### src/rtl/risc_phase_sequencer_if.sv
// risc_phase_sequencer_if: control/status bundle between the phase sequencer and the datapath.
interface risc_phase_sequencer_if #(parameter int OP_W = 3);
  logic en, zero, mem_ready, resume;
  logic [OP_W-1:0] opcode;
  logic [2:0] phase;
  logic sel, rd, ld_ir, inc_pc, ld_pc, data_e, ld_ac, wr, halt, mem_err, illegal;
  modport master (
    output en, opcode, zero, mem_ready, resume,
    input  phase, sel, rd, ld_ir, inc_pc, ld_pc, data_e, ld_ac, wr, halt, mem_err, illegal
  );
  modport slave (
    input  en, opcode, zero, mem_ready, resume,
    output phase, sel, rd, ld_ir, inc_pc, ld_pc, data_e, ld_ac, wr, halt, mem_err, illegal
  );
endinterface

### src/rtl/risc_phase_sequencer.sv
// risc_phase_sequencer: 8-phase CPU control unit with memory stall/timeout and halt/resume.
// Optional: CTRL_ILLEGAL_TRAP_EN traps opcodes >= 8 at p4 instead of running them as NOP.
module risc_phase_sequencer #(
  parameter int OP_W = 3,
  parameter int TO_W = 4
) (
  input logic clk,
  input logic rst_n,
  risc_phase_sequencer_if.slave bus
);
  typedef enum logic {RUN, HALTED} state_t;
  localparam logic [TO_W-1:0] LAST = {{(TO_W-1){1'b1}}, 1'b0};
  state_t state, state_n;
  logic [2:0] phase_q, phase_n;
  logic [OP_W-1:0] op_q, op_n;
  logic [TO_W-1:0] stall_cnt, stall_n;
  logic zero_q, zero_n, err_q, err_n, ill_q, ill_n;
  logic run, legal, alu, is_hlt, is_skz, is_jmp, is_sto, trap;
  logic [2:0] op3;
  assign op3 = op_q[2:0];
  assign legal = ~|(op_q >> 3);
  assign run = state == RUN;
  assign alu = legal && op3 >= 3'd2 && op3 <= 3'd5;
  assign is_hlt = legal && op3 == 3'd0;
  assign is_skz = legal && op3 == 3'd1;
  assign is_sto = legal && op3 == 3'd6;
  assign is_jmp = legal && op3 == 3'd7;
`ifdef CTRL_ILLEGAL_TRAP_EN
  assign trap = ~legal;
`else
  assign trap = 1'b0;
`endif
  assign bus.phase = phase_q;
  assign bus.halt = !run;
  assign bus.mem_err = err_q;
  assign bus.illegal = ill_q;
  assign bus.sel = run && !phase_q[2];
  assign bus.rd = run && ((phase_q != 3'd0 && !phase_q[2]) || (phase_q >= 3'd5 && alu));
  assign bus.ld_ir = run && phase_q[2:1] == 2'b01;
  assign bus.inc_pc = run && ((phase_q == 3'd4 && !is_hlt && !trap) || (phase_q == 3'd6 && is_skz && zero_q));
  assign bus.ld_pc = run && phase_q[2:1] == 2'b11 && is_jmp;
  assign bus.data_e = run && phase_q[2:1] == 2'b11 && is_sto;
  assign bus.ld_ac = run && phase_q == 3'd7 && alu;
  assign bus.wr = run && phase_q == 3'd7 && is_sto;
  always_comb begin
    state_n = state;
    phase_n = phase_q;
    op_n = op_q;
    zero_n = zero_q;
    stall_n = stall_cnt;
    err_n = err_q;
    ill_n = ill_q;
    if (!run) begin
      if (bus.resume) begin
        state_n = RUN;
        phase_n = err_q ? 3'd0 : 3'd5;
        err_n = 1'b0;
        ill_n = 1'b0;
      end
    end else if (bus.en) begin
      if (phase_q == 3'd4 && (is_hlt || trap)) begin
        state_n = HALTED;
        ill_n = trap;
      end else if (!(bus.rd || bus.wr) || bus.mem_ready) begin
        phase_n = phase_q + 3'd1;
        stall_n = '0;
        op_n = phase_q == 3'd3 ? bus.opcode : op_q;
        zero_n = phase_q == 3'd5 ? bus.zero : zero_q;
      end else if (stall_cnt == LAST) begin
        state_n = HALTED;
        err_n = 1'b1;
        stall_n = '0;
      end else begin
        stall_n = stall_cnt + 1'b1;
      end
    end
  end
  always_ff @(posedge clk or negedge rst_n) begin
    if (!rst_n) begin
      state <= RUN;
      phase_q <= '0;
      op_q <= '0;
      zero_q <= 1'b0;
      stall_cnt <= '0;
      err_q <= 1'b0;
      ill_q <= 1'b0;
    end else begin
      state <= state_n;
      phase_q <= phase_n;
      op_q <= op_n;
      zero_q <= zero_n;
      stall_cnt <= stall_n;
      err_q <= err_n;
      ill_q <= ill_n;
    end
  end
endmodule

### src/flat_wrapper.sv
// flat-port wrapper written by rule: the top's interface ports become plain ports
module risc_phase_sequencer_flat 
#(
  parameter int OP_W = 3,
  parameter int TO_W = 4
)
  (clk, rst_n, bus_en, bus_opcode, bus_zero, bus_mem_ready, bus_resume, bus_phase, bus_sel, bus_rd, bus_ld_ir, bus_inc_pc, bus_ld_pc, bus_data_e, bus_ld_ac, bus_wr, bus_halt, bus_mem_err, bus_illegal);
  risc_phase_sequencer_if #(.OP_W(OP_W)) bus_i ();
  input logic clk;
  input logic rst_n;
  input wire logic [$bits(bus_i.en)-1:0] bus_en;
  input wire logic [$bits(bus_i.opcode)-1:0] bus_opcode;
  input wire logic [$bits(bus_i.zero)-1:0] bus_zero;
  input wire logic [$bits(bus_i.mem_ready)-1:0] bus_mem_ready;
  input wire logic [$bits(bus_i.resume)-1:0] bus_resume;
  output wire logic [$bits(bus_i.phase)-1:0] bus_phase;
  output wire logic [$bits(bus_i.sel)-1:0] bus_sel;
  output wire logic [$bits(bus_i.rd)-1:0] bus_rd;
  output wire logic [$bits(bus_i.ld_ir)-1:0] bus_ld_ir;
  output wire logic [$bits(bus_i.inc_pc)-1:0] bus_inc_pc;
  output wire logic [$bits(bus_i.ld_pc)-1:0] bus_ld_pc;
  output wire logic [$bits(bus_i.data_e)-1:0] bus_data_e;
  output wire logic [$bits(bus_i.ld_ac)-1:0] bus_ld_ac;
  output wire logic [$bits(bus_i.wr)-1:0] bus_wr;
  output wire logic [$bits(bus_i.halt)-1:0] bus_halt;
  output wire logic [$bits(bus_i.mem_err)-1:0] bus_mem_err;
  output wire logic [$bits(bus_i.illegal)-1:0] bus_illegal;
  assign bus_i.en = bus_en;
  assign bus_i.opcode = bus_opcode;
  assign bus_i.zero = bus_zero;
  assign bus_i.mem_ready = bus_mem_ready;
  assign bus_i.resume = bus_resume;
  assign bus_phase = bus_i.phase;
  assign bus_sel = bus_i.sel;
  assign bus_rd = bus_i.rd;
  assign bus_ld_ir = bus_i.ld_ir;
  assign bus_inc_pc = bus_i.inc_pc;
  assign bus_ld_pc = bus_i.ld_pc;
  assign bus_data_e = bus_i.data_e;
  assign bus_ld_ac = bus_i.ld_ac;
  assign bus_wr = bus_i.wr;
  assign bus_halt = bus_i.halt;
  assign bus_mem_err = bus_i.mem_err;
  assign bus_illegal = bus_i.illegal;
  risc_phase_sequencer #(.OP_W(OP_W), .TO_W(TO_W)) u_core (.clk(clk), .rst_n(rst_n), .bus(bus_i));
endmodule
### config.mk
export PLATFORM = sky130hd
export DESIGN_NAME = risc_phase_sequencer_flat
export DESIGN_NICKNAME = d
export VERILOG_FILES = /design/src/rtl/risc_phase_sequencer_if.sv /design/src/rtl/risc_phase_sequencer.sv /design/src/flat_wrapper.sv
export SDC_FILE = /design/constraint.sdc
export NUM_CORES = 1
export LEC_CHECK = 0
export ABC_AREA = 0
export CAP_MARGIN = 20
export CORE_MARGIN = 2
export CORE_UTILIZATION = 30
export CTS_CLUSTER_SIZE = 8
export DETAILED_ROUTE_END_ITERATION = 12
export PLACE_DENSITY = 0.57
export SYNTH_ARGS = -nofsm -noshare
export SYNTH_HDL_FRONTEND = slang
export SYNTH_SLANG_ARGS = --single-unit
### constraint.sdc
create_clock -name clk -period 3.6 [get_ports clk]
set_clock_uncertainty 0.05 [all_clocks]
set_input_delay 0.72 -clock clk [delete_from_list [all_inputs] [get_ports clk]]
set_output_delay 0.72 -clock clk [all_outputs]
set_load 0.05 [all_outputs]
==> qor.txt <==
period utilization: 0.850
number of max-cap violations: 0
Synth Register Bits: 13
initial antenna violation count: 0
DR WL met2: 1.02 mm
wire length on met1: 1.00 mm
CTS Buf Count: 3
Max Slew Vio Count: 0
DRC: 0
Vias/cell: 5.29
total power: 0.974 mW
Slew HR: 0.578
I/O Buffers: 21
length of routed met3 wiring: 86 um
critical path class: flip-flop to output pin
Die X: 58.2 um
nets: 131
Post-Syn Area: 881 um2
CTS tree: done
Die Y: 58.2 um
Distinct cells, synth: 36
CP required: 2.83 ns
largest net degree at the start of global routing: 16
# rows: 19
first-pass GRT wire length: 3.67 mm
Avg Inst Size Synth: 9.68 um2
pwr/cell area: 854 nW/um2
GP Congestion: 0.781
post-DP HPWL: 1.63 mm
Slowest cell on crit path: clkdlybuf4s50_1
DRT Wirelength: 2.10 mm
share of cells above drive strength 1: 0.0973
Placed Instances: 140
Critical Path Max Stage Delay: 0.81 ns
RSZ-0062 raised after global routing: false
Highest Signal Layer: met3
cts hold-fix bufs: 0
Hold Vio Cnt, Final: 0
cts repair resizes: 0
Post-synth EDFFs: 0
Initial DRC Count: 25
Final setup viols: 0
maximum clock path buffer count: 2
Pre-antenna DRT Iters: 4
fin cells: 144
Synth Flop Type: dfrtp_1
vias: 762
Clock Latency Late Sink: 0.28 ns
initial core utilization: 0.317
Diodes inserted: 0
Seq/Total Area, Yosys: 0.369
Peak Freq: 0.327 GHz
WP data arrival: 2.29 ns
crit-path leading delay family: buffers and inverters
Max H-tree Level: 1
Root Driver: clkbuf_4
grt total ovfl: 0
die area: 3390 um2
CTS Sinks: 13
crit start category: flip-flop
Max VDD drop: 550 uV
clock-pin slew on the worst setup and hold paths: 0.09 ns
Slew @ Worst Pin: 0.631 ns
Tmin final: 3.06 ns
CORE AREA: 2780 um2
DR WL/cell: 14.6 um
number of global-route vias before repair: 791
crit path max fanout: 8
status: completed
synth-to-layout area growth: 29.4%
Final TNS setup: 0 ns
postcts setup bufs: 0
most frequent cells in the layout: clkdlybuf4s50_1 (21), dfrtp_1 (13), nand2_1 (8), ha_1 (8), nor2_1 (7)
commonest non-fill, non-tap cell in the layout: clkdlybuf4s50_1
Setup crit end kind: output pin
ANT nets after route: 0
YS warnings: 0
Leak Pwr: 0.475 nW
crit path cell chain: inv_1 > ha_1 > o22a_1 > nor2_1 > clkdlybuf4s50_1
CP bufs+invs: 2
synthesized netlist cell count: 91
syn nets: 108
total track usage: 0.143
worst hold path type: flip-flop to flip-flop
async set-reset flop share out of synthesis: 1.00
# IOs: 23
-- report_power, final --
| part | total (mW) | switching, mW | internal [mW] |
|---|---|---|---|
| clock network | 0.0973 | 0.0543 | 0.0430 |
| logic | 0.594 | 0.367 | 0.227 |
| registers | 0.283 | 0.0843 | 0.199 |
-- metrics by stage --
stage	hold slack [ns]	instance area (um2)	setup slack [ns]	util
floorplan	0.374	881	0.335	-
global placement	0.440	1110	0.896	0.400
detailed placement	0.443	1110	0.858	0.400
CTS	0.464	1140	0.528	0.410
global route	0.475	1140	0.357	0.410
finish	0.468	1140	0.540	0.410
-- final cells by class --
cell class                 instances  area (um2)
tap                               31        38.8
multi-input combinational         69         517
inverter                           6        22.5
timing repair buffer              21         210
fill                             276        1640
clock buffer                       4        26.3
sequential                        13         325
-- worst paths after layout --
check,startpoint,to,slack [ns],cells past startpoint
max,u_core.bus.phase[0],bus_rd,0.54,5
min in group asynchronous,rst_n,u_core.zero_q,0.77,1
min reg2reg,u_core.zero_q,u_core.zero_q,0.47,1
min,u_core.zero_q,u_core.zero_q,0.47,1
max in group asynchronous,rst_n,u_core.stall_cnt[2],2.32,1
max reg2reg,u_core.bus.phase[0],u_core.op3[2],1.25,7
-- routing by layer --
metal  track usage  vias up
li1              -      378
met1         0.179      370
met2         0.247       14
met3        0.0379        0
met4        0.0299        0
met5             0        -
-- Yosys cell counts, types with 3 or more instances --
cell type / instances / area [um2]
dfrtp_1: 13 / 325
ha_1: 8 / 100
nand2_1: 8 / 30.0
nor2_1: 7 / 26.3
inv_1: 6 / 22.5
o21ai_0: 5 / 25.0
nor3_1: 4 / 20.0
mux2_4: 3 / 45.0
nand2b_1: 3 / 18.8
o31ai_1: 3 / 22.5
-- worst register-to-register path, cell delays in order (launching register included) --
cell and delay, ns:
dfrtp_1 0.47, ha_1 0.22, ha_1 0.20, nand2b_4 0.07
or4_4 0.49, o31a_1 0.21, and3_4 0.23, mux2_4 0.30
-- cells by family (layout without fill, tap and decap cells) --
family                   after synthesis  count (layout)  share of synthesized area
AO/OA/AOI/OAI                         23              23                      0.199
XOR/XNOR                               1               1                    0.00994
adder cells (fa/ha/maj)                8               8                      0.114
buffers and inverters                  9              31                     0.0440
flip-flops                            13              13                      0.369
multiplexers                           4               4                     0.0639
other                                  1               1                    0.00426
AND/OR/NAND/NOR                       32              32                      0.196
-- registers in the layout, indices dropped and copies added (netlist names) --
name,count
u_core.stall_cnt,4
u_core.bus.halt,1
u_core.zero_q,1
u_core.op3,3
u_core.bus.mem_err,1
u_core.bus.phase,3
No activity file was read; power rests on OpenSTA's default activity.
